`src/rtl/wb_bus_arbiter_pkg.sv`:
```
`default_nettype none
// ============================================================================
//  Module      : wb_bus_arbiter_pkg
//  Description : Shared state encodings, grant encodings and the round-robin
//                pick function for the two-master Wishbone arbiter.
//  Revision    : 1.0 - initial release
// ============================================================================
package wb_bus_arbiter_pkg;

    // Arbiter FSM states
    localparam logic [1:0] ARB_IDLE = 2'd0;
    localparam logic [1:0] ARB_GNT0 = 2'd1;
    localparam logic [1:0] ARB_GNT1 = 2'd2;

    // One-hot grant encodings presented on grant_o, {m1, m0}
    localparam logic [1:0] GRANT_NONE = 2'b00;
    localparam logic [1:0] GRANT_M0   = 2'b01;
    localparam logic [1:0] GRANT_M1   = 2'b10;

    // Round-robin choice: a lone requester wins; on a tie the master that
    // was not granted last wins.
    function automatic logic [1:0] arb_pick(
        input logic req0,
        input logic req1,
        input logic last
    );
        if (req0 && req1) begin
            return last ? ARB_GNT0 : ARB_GNT1;
        end else if (req0) begin
            return ARB_GNT0;
        end else if (req1) begin
            return ARB_GNT1;
        end
        return ARB_IDLE;
    endfunction

endpackage
`default_nettype wire

```
`src/rtl/wb_timeout_counter.sv`:
```
`default_nettype none
// ============================================================================
//  Module      : wb_timeout_counter
//  Description : Counts unanswered strobe cycles of the granted master and
//                raises a single-cycle expire pulse on the last allowed
//                cycle. TIMEOUT_CYCLES = 0 disables expiry entirely.
//  Revision    : 1.0 - initial release
// ============================================================================
module wb_timeout_counter
    import wb_bus_arbiter_pkg::*;
#(
    parameter int TIMEOUT_CYCLES = 255
) (
    input  logic clk,
    input  logic rst,
    input  logic i_clear,
    input  logic i_enable,
    output logic o_expire
);

    localparam int c_cnt_w = (TIMEOUT_CYCLES > 0) ? $clog2(TIMEOUT_CYCLES + 1) : 1;
    localparam logic [c_cnt_w-1:0] c_last_cnt =
        (TIMEOUT_CYCLES > 0) ? c_cnt_w'(TIMEOUT_CYCLES - 1) : '0;
    localparam bit c_enabled = (TIMEOUT_CYCLES > 0);

    logic [c_cnt_w-1:0] r_count;

    // Expiry fires in the cycle that would be the TIMEOUT_CYCLES-th
    // unanswered strobe; i_enable already excludes ack/err cycles.
    assign o_expire = c_enabled & i_enable & (r_count == c_last_cnt);

    // Count unanswered strobe cycles; restart on response, grant change or expiry
    always_ff @(posedge clk) begin
        if (rst) begin
            r_count <= '0;
        end else if (i_clear || o_expire) begin
            r_count <= '0;
        end else if (i_enable) begin
            r_count <= r_count + c_cnt_w'(1);
        end
    end

endmodule
`default_nettype wire

```
`src/rtl/wb_bus_arbiter.sv`:
```
`default_nettype none
// ============================================================================
//  Module      : wb_bus_arbiter
//  Description : Two-master / one-slave Wishbone classic arbiter. Round-robin
//                grant with burst lock on cyc, bus timeout, combinational
//                request/response muxing and per-master pipeline stalls.
//  Revision    : 1.0 - initial release
// ============================================================================
module wb_bus_arbiter
    import wb_bus_arbiter_pkg::*;
#(
    parameter int ADDR_W         = 32,
    parameter int DATA_W         = 32,
    parameter int TIMEOUT_CYCLES = 255
) (
    input  logic                clk_i,
    input  logic                rst_i,
    // master 0 (data port)
    input  logic                m0_cyc_i,
    input  logic                m0_stb_i,
    input  logic                m0_we_i,
    input  logic [ADDR_W-1:0]   m0_adr_i,
    input  logic [DATA_W-1:0]   m0_dat_i,
    input  logic [DATA_W/8-1:0] m0_sel_i,
    output logic [DATA_W-1:0]   m0_dat_o,
    output logic                m0_ack_o,
    output logic                m0_err_o,
    output logic                m0_stall_o,
    // master 1 (fetch port)
    input  logic                m1_cyc_i,
    input  logic                m1_stb_i,
    input  logic                m1_we_i,
    input  logic [ADDR_W-1:0]   m1_adr_i,
    input  logic [DATA_W-1:0]   m1_dat_i,
    input  logic [DATA_W/8-1:0] m1_sel_i,
    output logic [DATA_W-1:0]   m1_dat_o,
    output logic                m1_ack_o,
    output logic                m1_err_o,
    output logic                m1_stall_o,
    // slave side
    output logic                s_cyc_o,
    output logic                s_stb_o,
    output logic                s_we_o,
    output logic [ADDR_W-1:0]   s_adr_o,
    output logic [DATA_W-1:0]   s_dat_o,
    output logic [DATA_W/8-1:0] s_sel_o,
    input  logic [DATA_W-1:0]   s_dat_i,
    input  logic                s_ack_i,
    input  logic                s_err_i,
    // status
    output logic [1:0]          grant_o,
    output logic                timeout_o
);

    logic [1:0] r_state;
    logic [1:0] w_state_nxt;
    logic       r_last;
    logic       w_req0;
    logic       w_req1;
    logic       w_gnt0;
    logic       w_gnt1;
    logic       w_expire;
    logic       w_cnt_en;
    logic       w_cnt_clr;

    assign w_req0 = m0_cyc_i & m0_stb_i;
    assign w_req1 = m1_cyc_i & m1_stb_i;
    assign w_gnt0 = (r_state == ARB_GNT0);
    assign w_gnt1 = (r_state == ARB_GNT1);

    // Timeout bookkeeping: count strobe cycles of the owner that get no
    // response, restart whenever the slave answers or ownership moves.
    assign w_cnt_en  = ((w_gnt0 & m0_stb_i) | (w_gnt1 & m1_stb_i)) & ~s_ack_i & ~s_err_i;
    assign w_cnt_clr = s_ack_i | s_err_i | (w_state_nxt != r_state);

    wb_timeout_counter #(
        .TIMEOUT_CYCLES (TIMEOUT_CYCLES)
    ) u_timeout (
        .clk      (clk_i),
        .rst      (rst_i),
        .i_clear  (w_cnt_clr),
        .i_enable (w_cnt_en),
        .o_expire (w_expire)
    );

    // Next-state: hold the owner while its cyc is high, otherwise re-arbitrate
    // in the same cycle; a timeout always sends the FSM back to idle.
    always_comb begin
        w_state_nxt = r_state;
        case (r_state)
            ARB_IDLE: begin
                w_state_nxt = arb_pick(w_req0, w_req1, r_last);
            end
            ARB_GNT0: begin
                if (w_expire) begin
                    w_state_nxt = ARB_IDLE;
                end else if (!m0_cyc_i) begin
                    w_state_nxt = arb_pick(w_req0, w_req1, r_last);
                end
            end
            ARB_GNT1: begin
                if (w_expire) begin
                    w_state_nxt = ARB_IDLE;
                end else if (!m1_cyc_i) begin
                    w_state_nxt = arb_pick(w_req0, w_req1, r_last);
                end
            end
            default: begin
                w_state_nxt = ARB_IDLE;
            end
        endcase
    end

    // State and last-granted register; last tracks whichever master owns the bus
    always_ff @(posedge clk_i) begin
        if (rst_i) begin
            r_state <= ARB_IDLE;
            r_last  <= 1'b1;
        end else begin
            r_state <= w_state_nxt;
            if (w_state_nxt == ARB_GNT0) begin
                r_last <= 1'b0;
            end else if (w_state_nxt == ARB_GNT1) begin
                r_last <= 1'b1;
            end
        end
    end

    // Request mux toward the slave and response demux back to the owner only
    always_comb begin
        s_cyc_o  = 1'b0;
        s_stb_o  = 1'b0;
        s_we_o   = 1'b0;
        s_adr_o  = '0;
        s_dat_o  = '0;
        s_sel_o  = '0;
        m0_ack_o = 1'b0;
        m0_err_o = 1'b0;
        m0_dat_o = '0;
        m1_ack_o = 1'b0;
        m1_err_o = 1'b0;
        m1_dat_o = '0;
        if (w_gnt0) begin
            s_cyc_o  = m0_cyc_i & ~w_expire;
            s_stb_o  = m0_stb_i & ~w_expire;
            s_we_o   = m0_we_i;
            s_adr_o  = m0_adr_i;
            s_dat_o  = m0_dat_i;
            s_sel_o  = m0_sel_i;
            m0_ack_o = s_ack_i;
            m0_err_o = s_err_i | w_expire;
            m0_dat_o = s_dat_i;
        end else if (w_gnt1) begin
            s_cyc_o  = m1_cyc_i & ~w_expire;
            s_stb_o  = m1_stb_i & ~w_expire;
            s_we_o   = m1_we_i;
            s_adr_o  = m1_adr_i;
            s_dat_o  = m1_dat_i;
            s_sel_o  = m1_sel_i;
            m1_ack_o = s_ack_i;
            m1_err_o = s_err_i | w_expire;
            m1_dat_o = s_dat_i;
        end
    end

    // A requesting master stalls unless it owns the bus and gets a response
    assign m0_stall_o = w_req0 & ~(w_gnt0 & (s_ack_i | s_err_i | w_expire));
    assign m1_stall_o = w_req1 & ~(w_gnt1 & (s_ack_i | s_err_i | w_expire));

    assign grant_o   = w_gnt1 ? GRANT_M1 : (w_gnt0 ? GRANT_M0 : GRANT_NONE);
    assign timeout_o = w_expire;

endmodule
`default_nettype wire

```
`config.mk`:
```
export PLATFORM = sky130hd
export DESIGN_NAME = wb_bus_arbiter
export DESIGN_NICKNAME = d
export VERILOG_FILES = /design/src/rtl/wb_bus_arbiter_pkg.sv /design/src/rtl/wb_timeout_counter.sv /design/src/rtl/wb_bus_arbiter.sv
export SDC_FILE = /design/constraint.sdc
export NUM_CORES = 1
export LEC_CHECK = 0
export CELL_PAD_IN_SITES_DETAIL_PLACEMENT = 0
export CELL_PAD_IN_SITES_GLOBAL_PLACEMENT = 1
export CORE_ASPECT_RATIO = 1.1
export CORE_MARGIN = 10
export CORE_UTILIZATION = 12
export DETAILED_ROUTE_END_ITERATION = 6
export PLACE_DENSITY = 0.8
export REMOVE_ABC_BUFFERS = 1
export SLEW_MARGIN = 15
export SYNTH_ARGS = -nofsm -noshare
export SYNTH_HDL_FRONTEND = slang
export SYNTH_HIERARCHICAL = 1
export SYNTH_SLANG_ARGS = --single-unit
```
`constraint.sdc`:
```
create_clock -name clk_i -period 3.5 [get_ports clk_i]
set_input_delay 0.525 -clock clk_i [delete_from_list [all_inputs] [get_ports clk_i]]
set_output_delay 0.525 -clock clk_i [all_outputs]
set_load 0.1 [all_outputs]
```
==> impl_metrics.ini, run 1 <==
[outcome]
status = finished clean

[setup_path]
crit_slowest_cell = clkdlybuf4s50_1
r2r_cells = 12
cp_cell_sequence = clkdlybuf4s50_1, a22oi_1, nor3_1, buf_4, nand3_4, nor3_1, or3_1, a21oi_1, buf_12
arrival_ns = 2.67
cp_max_fo = 8
worst_setup_path_end_kind = output pin
critPathBufInv = 3
worst-setup-path-type = primary input to output pin
path_common_cell = nor3_1
cp_top_family = buffers and inverters
r2r-start = r_state[1]$_SDFF_PP0_
cp-startpoint = m1_stb_i
rr_endpoint = r_last$_SDFFE_PP1P_
cp.required_ns = 2.97
max_stage_delay_ns = 0.47
startpoint_type = primary input
r2r_slack_ns = 0.87

[cts]
clkSlewWorstSetupHoldPaths_ns = 0.04
clock-sinks = 11
h-tree-depth = 1
ctsHoldBuffers = 0
cts.repair.resized = 0
cts_post_setup_buffers_inserted = 0
cts_buffers = 3
clk_latency_ns = 0.24
cts_buffer_depth = 2
cts_tree = done
root_buffer = clkbuf_16

[synth]
yosysUniqueCellTypes = 38
synth_top_area_share_pct = 32.50
synthFlopType = dfxtp_1
yosysTopAreaCell = a22o_1
ys_seq_area_share_pct = 11.84
synth-compound-area-share_pct = 41.25
syn_inst = 247
synth_top_family_by_area = compound AO/OA/AOI/OAI gates
syn-cell-area_um2 = 1859
ys_ff_latch = 11
synthSimpleGateAreaFrac_pct = 32.97
synth_mux_area_share_pct = 0.5384
synth-edff-count = 0
synth_xor_area_share_pct = 1.884
syn_avg_cell_area_um2 = 7.527
synthArstFlopShare_pct = 0
ys_top_cells_by_area = a22o_1 33%, and2_1 22%, dfxtp_1 12%, buf_2 4.0%, buf_4 2.8%
synthAdderAreaFrac_pct = 2.019
ys_warn_count = 6

[detailed_routing]
via_count = 3162
drc_errors = 0
avgViaCountPerCell = 4.233
wl_per_cell_um = 22.12
drtIter0Drc = 90
drt_pass1_iterations = 6
routed_wl_mm = 16.53
antenna_left = 0

[timing]
finalMaxSlewViolations = 0
slew_headroom_pct = 28.72
min_period_ns = 3.191
tightestPinTransition_ns = 1.069
fin_crit_sh_pct = 91.18
fmax_mhz = 313.4
setup_viol = 0
rsz0062_at_grt = false
finalHoldViolCount = 0
skew_ns = 0.005865

[worst_hold_path]
hold_class = flop to flop
hold_depth = 2
whs_endpoint = u_timeout/r_count[7]$_SDFFE_PP0P_
min_from = u_timeout/r_count[7]$_SDFFE_PP0P_

[global_routing]
grt_pass1_wl_mm = 23.31
grt_pass1_vias = 3365
grt_max_degree = 109
grt_overflow_total = 0
track_usage_pct = 14.33
antenna_found_initial = 2

[pwr]
irDropWorstVdd_v = 0.0001570
total_power_mw = 1.527
powerDensity_nw_per_um2 = 290.0
leakagePower_nw = 2.265

[floorplan]
fp.dieH_um = 150.6
die_x_um = 138.7
die-area_um2 = 20880
initial_utilization_pct = 12.30
ios = 322
core-area_um2 = 15110
floorplan.rows = 47

[cells_and_area]
drive_gt1_share_pct = 28.55
multi_input_area_um2 = 1478
regArea_um2 = 220.2
syn2layout_area_growth_pct = 183.1
fillers = 1537
final_core_util_pct = 34.83
layout.nets = 732

[run]
cap_violations = 0

[placed_design]
io_buffers = 321
dpl.hpwl_mm = 14.18
place.gp.congestion = 0.9090
[state kept, by name, summed over array words and instances, names as in the netlist]
register,flops
r_last,1
r_state,2
u_timeout/r_count,8
[area by class of cell]
cell class	count	share of cell area [%]
repair buffers	325	61.18
multi-input cells	205	28.07
well taps	196	4.659
flip-flops and latches	11	4.183
clock buffers	4	1.498
inverters	5	0.3565
diodes	1	0.04754
[Yosys cell counts, types with 3 or more instances]
cell and instances:
a22o_1 69, and2_1 66, buf_2 15, dfxtp_1 11
nor2_1 10, nand2_1 8, buf_4 7, a21oi_1 6
inv_1 5, ha_1 3, nand3_1 3, nand4_1 3
nor2b_1 3, o31ai_1 3
[per-stage QoR]
| step | instances | hold slack (ns) | setup TNS (ns) | setup slack, ns | cell area [µm²] |
|---|---|---|---|---|---|
| 6_report | 747 | 0.5398 | 0 | 0.3088 | 5264 |
| 5_1_grt | 747 | 0.5637 | 0 | 0.1899 | 5264 |
| 4_1_cts | 746 | 0.5403 | 0 | 0.3031 | 5261 |
| 3_5_place_dp | 742 | 0.5069 | 0 | 0.3150 | 5182 |
| 3_3_place_gp | 742 | 0.4881 | 0 | 0.3867 | 5182 |
| 2_1_floorplan | 221 | 0.4608 | -521.54 | -7.300 | 1702 |
[worst reg2reg max path, delay by kind of cell, from the launching register on]
| family | cells | cell delay, ns |
|---|---|---|
| compound gates | 2 | 0.35 |
| fa+ha+maj | 1 | 0.28 |
| buf+inv | 2 | 0.39 |
| flops | 1 | 0.44 |
| mux | 1 | 0.15 |
| simple gates | 6 | 0.89 |
[worst max path at each step]
stage                  to  slack, ns  depth (start not counted)
6_report       m0_stall_o       0.31                          9
5_1_grt        m0_stall_o       0.19                          9
3_5_place_dp   m0_stall_o       0.31                          9
4_1_cts        m0_stall_o       0.30                          9
2_1_floorplan     s_cyc_o      -7.30                          6
3_3_place_gp   m0_stall_o       0.39                          9
[cell families (layout without fill, tap and decap cells)]
group           Yosys count  after routing
compound gates           93             93
xor+xnor                  4              4
fa+ha+maj                 3              3
buf+inv                  31            334
flops                    11             11
mux                       1              1
other cells               0              1
simple gates            104            104
[cell usage in the layout (no fill, tap or decap), types with 3 or more instances in the layout]
cell type / n
clkdlybuf4s50_1: 177
buf_4: 121
a22o_1: 69
and2_1: 66
buf_12: 27
dfxtp_1: 11
nor2_1: 10
nand2_1: 8
a21oi_1: 6
inv_1: 5
nand3_1: 3
nand4_1: 3
ha_1: 3
clkbuf_16: 3
o31ai_1: 3
[metal layers]
metal / routed length (µm) / share of wire, % / up-vias / GRT usage (%)
li1: - / - / 1523 / -
met1: 6473 / 39 / 1474 / 16.35
met2: 8233 / 50 / 151 / 24.55
met3: 1610 / 9.7 / 12 / 6.081
met4: 202 / 1.2 / 2 / 3.027
met5: 7 / 0.042 / - / 0
[where the power goes]
group | total, mW | switching, mW | leakage, nW | internal, mW
clock network | 0.207 | 0.0541 | 0.0382 | 0.153
registers | 0.132 | 0.00342 | 0.0890 | 0.128
logic | 1.19 | 0.801 | 2.14 | 0.387
total | 1.53 | 0.858 | 2.26 | 0.668
Note: power is estimated with default switching activity, not from simulation.
==> inputs of run 2 (changes only) <==
- REMOVE_ABC_BUFFERS: 1 -> not set
==> run 2 against run 1 <==
Fmax up 3.2%; worst setup slack improved by 0.099 ns; critical path depth down 1; via count up 0.95%; cell area fell by 0.48%; core utilization shrank 0.17 points; wire length grew 1.2%; register-to-register slack worse by 0.14 ns; non-clock buffer count is the same; clock skew down 0.0037 ns; total power decreased by 0.51%; cell count stayed put; critical endpoint unchanged; largest power group unchanged.
==> impl_metrics.ini, run 2 (synthesis results as in run 1) <==
[outcome]
status = finished clean

[cells_and_area]
fillers = 1535
syn2layout_area_growth_pct = 181.8
final_cell_mix = 177 x clkdlybuf4s50_1, 124 x buf_4, 69 x a22o_1
final_common_cell = clkdlybuf4s50_1
finalNonFillerCells = 747
drive_gt1_share_pct = 28.91
largest_reg_flops = 8
top_regs = u_timeout/r_count: 8 flops, r_state: 2 flops, r_last: 1 flops
layout.nets = 732
top_register = u_timeout/r_count

[cts]
h-tree-depth = 1
clkSlewWorstSetupHoldPaths_ns = 0.04
ctsHoldBuffers = 0
cts_buffer_depth = 2
clk_latency_ns = 0.23
cts.repair.resized = 0
cts_post_setup_buffers_inserted = 0
clock-sinks = 11
root_buffer = clkbuf_16
cts_buffers = 3
cts_tree = done

[setup_path]
worst-setup-path-type = primary input to output pin
crit_slowest_cell = clkdlybuf4s50_1
cp_cell_sequence = clkdlybuf4s50_1, a22oi_1, nor3_1, nand3_4, nor3_4, or3_1, a21oi_1, buf_12
cp_top_family = simple AND/OR/NAND/NOR gates
arrival_ns = 2.57
worst_setup_path_end_kind = output pin
cp-startpoint = m1_stb_i
r2r-start = r_state[1]$_SDFF_PP0_
startpoint_type = primary input
critPathBufInv = 2
cp.required_ns = 2.97
max_stage_delay_ns = 0.51
cp_max_fo = 8

[pwr]
p_seq_share_pct = 8.7
leakagePower_nw = 2.273
power_frac_comb_pct = 77.9
power.switching_uw = 856.3
irDropWorstVdd_v = 0.0001713
internal-power_uw = 662.4
powerDensity_nw_per_um2 = 289.9
clkPwrFrac_pct = 13.4
swShare_pct = 56.38

[timing]
min_period_ns = 3.092
tightestPinTransition_ns = 1.088
skew_ns = 0.002153
setup_viol = 0
finalMaxSlewViolations = 0
slew_headroom_pct = 27.46
fin_crit_sh_pct = 88.35
fmax_mhz = 323.4
holdWs_ns = 0.5121
finalHoldViolCount = 0
rsz0062_at_grt = false

[detailed_routing]
drtIter0Drc = 115
wl_per_cell_um = 22.38
avgViaCountPerCell = 4.273
drc_errors = 0
routed_wl_mm = 16.72
via_count = 3192
drt_pass1_iterations = 4
antenna_left = 0

[worst_hold_path]
hold_class = flop to flop
min_from = u_timeout/r_count[7]$_SDFFE_PP0P_

[synth]
syn-num-nets = 428

[global_routing]
antenna_found_initial = 1
track_usage_pct = 14.25
grt_pass1_vias = 3210
grt_overflow_total = 0
grt_pass1_wl_mm = 23.30
grt_max_degree = 109

[placed_design]
dpl.hpwl_mm = 14.14
io_buffers = 321
place.gp.congestion = 0.9571
dp_cells = 742

[floorplan]
die-area_um2 = 20880
die_x_um = 138.7
fp.dieH_um = 150.6
ios = 322
core-area_um2 = 15110
initial_utilization_pct = 12.30
floorplan.rows = 47

[run]
cap_violations = 0
run 2: changes by cell type in the layout (fill, tap and decap cells not counted):
cell    before  now
o21a_2       0    1
buf_12      27   24
nor3_4       0    1
nor3_1       2    1
o21a_1       2    1
buf_4      121  124
run 2: final cells by class:
class                      instances  area (µm²)  area share [%]
timing repair buffer             325        3183           60.76
antenna                            1       2.502         0.04777
inverter                           5       18.77          0.3583
sequential                        11       220.2           4.203
clock buffer                       4       78.83           1.505
multi-input combinational        205        1490           28.45
tap                              196       245.2           4.681
run 2: worst reg2reg max path: cells and delay by family (launching register included):
| kind | cells | cell delay, ns |
|---|---|---|
| compound gates | 2 | 0.33 |
| mux | 1 | 0.15 |
| buf+inv | 1 | 0.20 |
| simple gates | 6 | 1.25 |
| flops | 1 | 0.45 |
| fa+ha+maj | 1 | 0.28 |
run 2: power groups by stage:
stage	clock [mW]	combinational, mW	sequential (mW)
after floorplan	0	0.752	0.132
after global placement	0	1.18	0.133
after detailed placement	0	1.19	0.134
after CTS	0.209	1.19	0.131
after global routing	0.216	1.22	0.132
final	0.204	1.18	0.131
run 2: final timing paths:
kind	end	slack [ns]	cells past startpoint
setup reg to reg	r_last$_SDFFE_PP1P_	0.73	11
hold reg to reg	u_timeout/r_count[7]$_SDFFE_PP0P_	0.51	2
hold / removal	u_timeout/r_count[7]$_SDFFE_PP0P_	0.51	2
setup / recovery	m0_stall_o	0.41	8
run 2: routing by layer:
layer	up-vias	track usage (%)	share of wire (%)
met1	1507	16.42	39
li1	1523	-	-
met4	0	0.6263	0.072
met2	160	25.57	52
met3	2	5.703	9.6
met5	-	0	0
run 2: metrics by stage:
stage	setup WS [ns]	total power, mW	area [µm²]	util [%]	TNS (ns)
3_5_place_dp	0.3168	1.320	5157	34.13	0
2_1_floorplan	-0.3669	0.8844	1872	-	-0.8221
3_3_place_gp	0.3513	1.316	5157	34.13	0
5_1_grt	0.2249	1.563	5236	34.65	0
4_1_cts	0.3965	1.532	5236	34.65	0
6_report	0.4076	1.519	5239	34.66	0
